===== config.mk =====
export PLATFORM = sky130hd
export DESIGN_NAME = ce_switch_debouncer
export DESIGN_NICKNAME = d
export VERILOG_FILES = /design/src/rtl/ce_switch_debouncer.sv
export SDC_FILE = /design/constraint.sdc
export NUM_CORES = 1
export LEC_CHECK = 0
export BUFFER_PORTS_ARGS = -buffer_cell sky130_fd_sc_hd__buf_2
export CORE_MARGIN = 2
export CORE_UTILIZATION = 55
export CTS_CLUSTER_SIZE = 8
export DETAILED_ROUTE_END_ITERATION = 8
export PLACE_DENSITY = 0.81
export SYNTH_ARGS = -nofsm -noshare
export SYNTH_HDL_FRONTEND = slang
export SYNTH_SLANG_ARGS = --single-unit

===== constraint.sdc =====
create_clock -name i_clk_mhz -period 3.9 [get_ports i_clk_mhz]
set_input_delay 0.39 -clock i_clk_mhz [delete_from_list [all_inputs] [get_ports i_clk_mhz]]
set_output_delay 0.39 -clock i_clk_mhz [all_outputs]
set_load 0.1 [all_outputs]

===== src/rtl/ce_switch_debouncer.sv =====
// Per-bit switch debouncer: two-flop synchronizer plus a small FSM per bit
// that accepts a new level after a run of stable clock-enable ticks.
module ce_switch_debouncer #(
    parameter int par_width        = 4,
    parameter int par_stable_ticks = 20
) (
    input  logic                 i_clk_mhz,
    input  logic                 i_rst_mhz,
    input  logic                 i_ce_div,
    input  logic [par_width-1:0] i_sw,
    output logic [par_width-1:0] o_sw_deb,
    output logic [par_width-1:0] o_sw_rise,
    output logic [par_width-1:0] o_sw_fall
);

    localparam int c_cnt_w = $clog2(par_stable_ticks + 1);
    localparam logic [c_cnt_w-1:0] c_cnt_max = c_cnt_w'(par_stable_ticks - 1);

    typedef enum logic [1:0] {
        ST_LOW,
        ST_RISE_WAIT,
        ST_HIGH,
        ST_FALL_WAIT
    } state_t;

    logic [par_width-1:0] sync1_q;
    logic [par_width-1:0] s_sw_sync;

    state_t             st_q  [par_width];
    state_t             st_d  [par_width];
    logic [c_cnt_w-1:0] cnt_q [par_width];
    logic [c_cnt_w-1:0] cnt_d [par_width];

    logic [par_width-1:0] deb_q, deb_d;
    logic [par_width-1:0] rise_q, rise_d;
    logic [par_width-1:0] fall_q, fall_d;

    always_ff @(posedge i_clk_mhz or posedge i_rst_mhz) begin
        if (i_rst_mhz) begin
            sync1_q   <= '0;
            s_sw_sync <= '0;
            deb_q     <= '0;
            rise_q    <= '0;
            fall_q    <= '0;
            for (int i = 0; i < par_width; i++) begin
                st_q[i]  <= ST_LOW;
                cnt_q[i] <= '0;
            end
        end else begin
            sync1_q   <= i_sw;
            s_sw_sync <= sync1_q;
            deb_q     <= deb_d;
            rise_q    <= rise_d;
            fall_q    <= fall_d;
            for (int i = 0; i < par_width; i++) begin
                st_q[i]  <= st_d[i];
                cnt_q[i] <= cnt_d[i];
            end
        end
    end

    // A bounce back to the old level wins over a coincident tick.
    always_comb begin
        st_d   = st_q;
        cnt_d  = cnt_q;
        deb_d  = deb_q;
        rise_d = '0;
        fall_d = '0;
        for (int i = 0; i < par_width; i++) begin
            unique case (st_q[i])
                ST_LOW: begin
                    if (s_sw_sync[i]) begin
                        st_d[i]  = ST_RISE_WAIT;
                        cnt_d[i] = '0;
                    end
                end
                ST_RISE_WAIT: begin
                    if (!s_sw_sync[i]) begin
                        st_d[i]  = ST_LOW;
                        cnt_d[i] = '0;
                    end else if (i_ce_div) begin
                        if (cnt_q[i] == c_cnt_max) begin
                            st_d[i]   = ST_HIGH;
                            cnt_d[i]  = '0;
                            deb_d[i]  = 1'b1;
                            rise_d[i] = 1'b1;
                        end else begin
                            cnt_d[i] = cnt_q[i] + c_cnt_w'(1);
                        end
                    end
                end
                ST_HIGH: begin
                    if (!s_sw_sync[i]) begin
                        st_d[i]  = ST_FALL_WAIT;
                        cnt_d[i] = '0;
                    end
                end
                ST_FALL_WAIT: begin
                    if (s_sw_sync[i]) begin
                        st_d[i]  = ST_HIGH;
                        cnt_d[i] = '0;
                    end else if (i_ce_div) begin
                        if (cnt_q[i] == c_cnt_max) begin
                            st_d[i]   = ST_LOW;
                            cnt_d[i]  = '0;
                            deb_d[i]  = 1'b0;
                            fall_d[i] = 1'b1;
                        end else begin
                            cnt_d[i] = cnt_q[i] + c_cnt_w'(1);
                        end
                    end
                end
                default: begin
                    st_d[i]  = ST_LOW;
                    cnt_d[i] = '0;
                end
            endcase
        end
    end

    assign o_sw_deb  = deb_q;
    assign o_sw_rise = rise_q;
    assign o_sw_fall = fall_q;

endmodule


# Word-level counts from Yosys, hierarchy flattened
# Index checks and enable logic that the tools add are counted.
# totals
word_cells,220
inputBits,7
reg_bits,48
output_inout_bits,12
# classes
reduce_logical,20
n_mux,116
n_addsub,4
n_eq_ne,64
# op_table
op,count
$mux W5,24
$pmux W5 S4,4
$mux W2,32
$ne A2 B2 Y1 const B,32
$mux W1,48
$ne A3 B3 Y1 const B,16
$pmux W2 S4,4
$reduce_and A7 Y1,4
$reduce_and A6 Y1,4
$add A5 B1 Y5 const B,4
$eq A5 B5 Y1 const B,4
$eq A2 B2 Y1 const B,8
$eq A2 B1 Y1 const B,4
$logic_not A2 Y1,4
$pmux W1 S2,4
$reduce_and A2 Y1,4
$reduce_bool A2 Y1,4

# Longest topological paths before layout
# depth
depth_word,5
ltp_mapped,6
ltp_nobuf,5

# Least setup slack after synthesis
# OpenSTA, ideal clock, no wires.
# synth_path
kind,register to register
from,"register, netlist name o_sw_deb[0]"
to,register deb_q[0] (netlist: o_sw_deb[0])
required_ps,3821
setup_slack_ps,2557
path_buffers,0
arrival_ps,1265
setup_ps,79
synth_period_minus_slack_ps,1343
path_stages_with_launch,3
cell_sequence,dfrtp_1 o21ai_0 a21oi_1
# synth_lines
element,line,rtl
to (signal assigned),42,deb_q <= '0;
to (signal assigned),52,deb_q <= deb_d;
to (decl),34,"logic [par_width-1:0] deb_q, deb_d;"

==> out/metrics.yaml <==
logic_synthesis:
  synth_top_area_share_pct: 53.90
  synth_area_um2: 2228
  synthXorXnorAreaFrac_pct: 4.211
  synth-compound-area-share_pct: 15.61
  syn_area_per_cell_um2: 10.41
  ys_seq_area_share_pct: 53.90
  synth.most_common_cell: "dfrtp_1"
  yosysTopAreaCell: "dfrtp_1"
  muxShareOfSynthArea_pct: 2.246
  synth-simple-area-share_pct: 19.93
  synth_top_family_by_area: "simple AND/OR/NAND/NOR gates"
  synth_edf_count: 0
  synth-main-ff-cell: "dfrtp_1"
  synthAdderAreaFrac_pct: 2.246
  synthTopCellsByArea: "dfrtp_1, nand2_1, a21oi_1"
  synth.top_cells.by_count: "dfrtp_1, nand2_1, a21oi_1, o21ai_0, nor2_1"
  synth-seq-cells: 48
  yosysUniqueCellTypes: 43
  synth_warnings: 0
  synth_fp_nets: 225
  netlist_instances: 214
  postSynth.asyncResetShare_pct: 100.0
sta:
  setup_violations: 0
  fmax_mhz: 638.3
  relSlewSlack_pct: 36.37
  tightestPinTransition_ns: 0.9530
  period_share_pct: 40.17
  fin_crit_ns: 1.567
  rsz0062_at_grt: "no"
  final-max-slew-violation-count: 0
  skew_ns: 0.005370
  tns_ns: 0
  final_hold_viol_count: 0
power:
  p_leak_nw: 1.122
  p_per_area_nw_per_um2: 365.2
  p_total_w: 0.0008970
  peakVddDrop_uv: 196.6
worst_setup_path:
  crit_arrival_ns: 1.75
  slowest_delay_ns: 0.44
  critPathSlowestCell: "xnor2_1"
  crit_required_ns: 4.08
  cp_cell_sequence: "xnor2_1 > nand2b_4 > o21ai_1 > a32o_1"
  path_max_fanout: 6
  crit_path_end_kind: "register"
  startpoint_type: "register"
  critical_path_class: "reg2reg"
final_layout:
  syn2layout_area_growth_pct: 10.22
  final_area_um2: 2456
  drive_gt1_share_pct: 13.98
  instances_no_fill: 286
  nets: 246
  n_antenna_cell: 0
  fillCellCount: 323
place:
  gp_congestion: 0.8956
  dp_hpwl_um: 2648
  io_buffers: 18
  placed_cell_area_um2: 2362
  dp.cells: 278
clock_network:
  post_cts_resized: 0
  clk_latency_ns: 0.30
  cts_sinks: 48
  cts_root_buf: "clkbuf_8"
  hold_buffers: 0
  htreeDepth: 2
  cts_tree: "done"
  clk_pin_slew_worst_paths_ns: 0.08
  cts_buffer_depth: 2
  cts_inserted_buffers: 5
  cts_setup_buffers: 0
drt:
  drt_iter0_drc: 112
  drc: 0
  routed-via-count: 1620
  vias_per_cell: 5.664
  wire_per_inst_um: 13.33
  ant_nets: 0
  wirelength_um: 3812
  firstDrtPassIters: 4
outcome:
  run_status: "complete, no violations"
run:
  max_cap_violations: 0
floorplanning:
  die-height_um: 67.65
  num_io_pins: 19
  die_w_um: 67.65
  row_count: 23
  coreArea_um2: 3943
  die-area_um2: 4577
  start_util_pct: 56.52
global_route:
  grt_pass1_vias: 1588
  overflow: 0
  grt_start_max_net_pins: 49
  antenna_found_initial: 0
  grt_pass1_wl_um: 6803
  track_usage_pct: 20.11
min_path:
  holdCritPathClass: "in2reg"
power breakdown:
| part | total, W | leakage [nW] | switching [W] | internal [W] |
|---|---|---|---|---|
| combinational | 0.0000624 | 0.450 | 0.0000390 | 0.0000234 |
| sequential | 0.000531 | 0.627 | 0.0000187 | 0.000512 |
| clock | 0.000304 | 0.0445 | 0.000160 | 0.000144 |
| total | 0.000897 | 1.12 | 0.000218 | 0.000679 |
sequential cells by signal, indices dropped and copies added, names as in the netlist, named ones only:
register	cells
o_sw_deb	4
o_sw_rise	4
cnt_q	20
o_sw_fall	4
s_sw_sync	4
sync1_q	4
st_q	4
metal layers:
layer / global-route usage, % / wire (um)
met4: 7.908 / 82
met1: 24.67 / 1770
met2: 33.21 / 1797
met5: 0 / 0
met3: 6.000 / 162
placed cells by master, fill, tap and decap left out, drive strengths merged, types with 4 or more instances in the layout:
cell and count:
a21oi 14, buf 18, clkbuf 7, dfrtp 48
ha 4, inv 6, mux2i 5, nand2 31
nand3 6, nand4 6, nor2 11, nor2b 7
nor3b 5, o21ai 22, xnor2 5, xor2 4
worst paths after layout:
kind	from	end	slack (ns)	cells past startpoint
worst min register to register	sync1_q[1]	s_sw_sync[1]	0.36	0
worst min-delay path	i_sw[0]	sync1_q[0]	0.19	1
max in group asynchronous	i_rst_mhz	cnt_q[3]	3.00	2
worst max-delay path	register	cnt_q[10]	2.33	4
min in group asynchronous	i_rst_mhz	s_sw_sync[3]	0.30	2
worst max register to register	register	cnt_q[10]	2.33	4
cell type report:
type                    count  area, um^2  area share [%]
clock inverters             1       7.507          0.3057
flip-flops and latches     48        1201           48.90
repair buffers             18       90.09           3.668
well taps                  50       62.56           2.547
multi-input cells         156       985.9           40.14
inverters                   6       22.52          0.9170
clock buffers               7       86.33           3.515
cell families after synthesis:
logic type	after synthesis
and+or+nand+nor	83
buffers and inverters	10
adders and majority gates	4
DFF	48
AOI/OAI and AO/OA	55
muxes	5
xor gates and xnor gates	9
critical path, delay by kind of cell, from the launching register on:
kind,cells,cell delay (ns)
compound gates,2,0.32
xor+xnor,1,0.44
flops,1,0.43
simple gates,1,0.26
metrics by stage:
step,utilization [%],hold slack (ns),setup slack (ns)
6_report,62.30,0.1940,2.333
5_1_grt,62.30,0.1706,2.231
4_1_cts,62.30,0.1871,2.319
3_5_place_dp,59.92,0.3426,2.266
3_3_place_gp,59.92,0.3336,2.311
2_1_floorplan,-,0.3312,2.366
No activity file was read; power rests on OpenSTA's default activity.
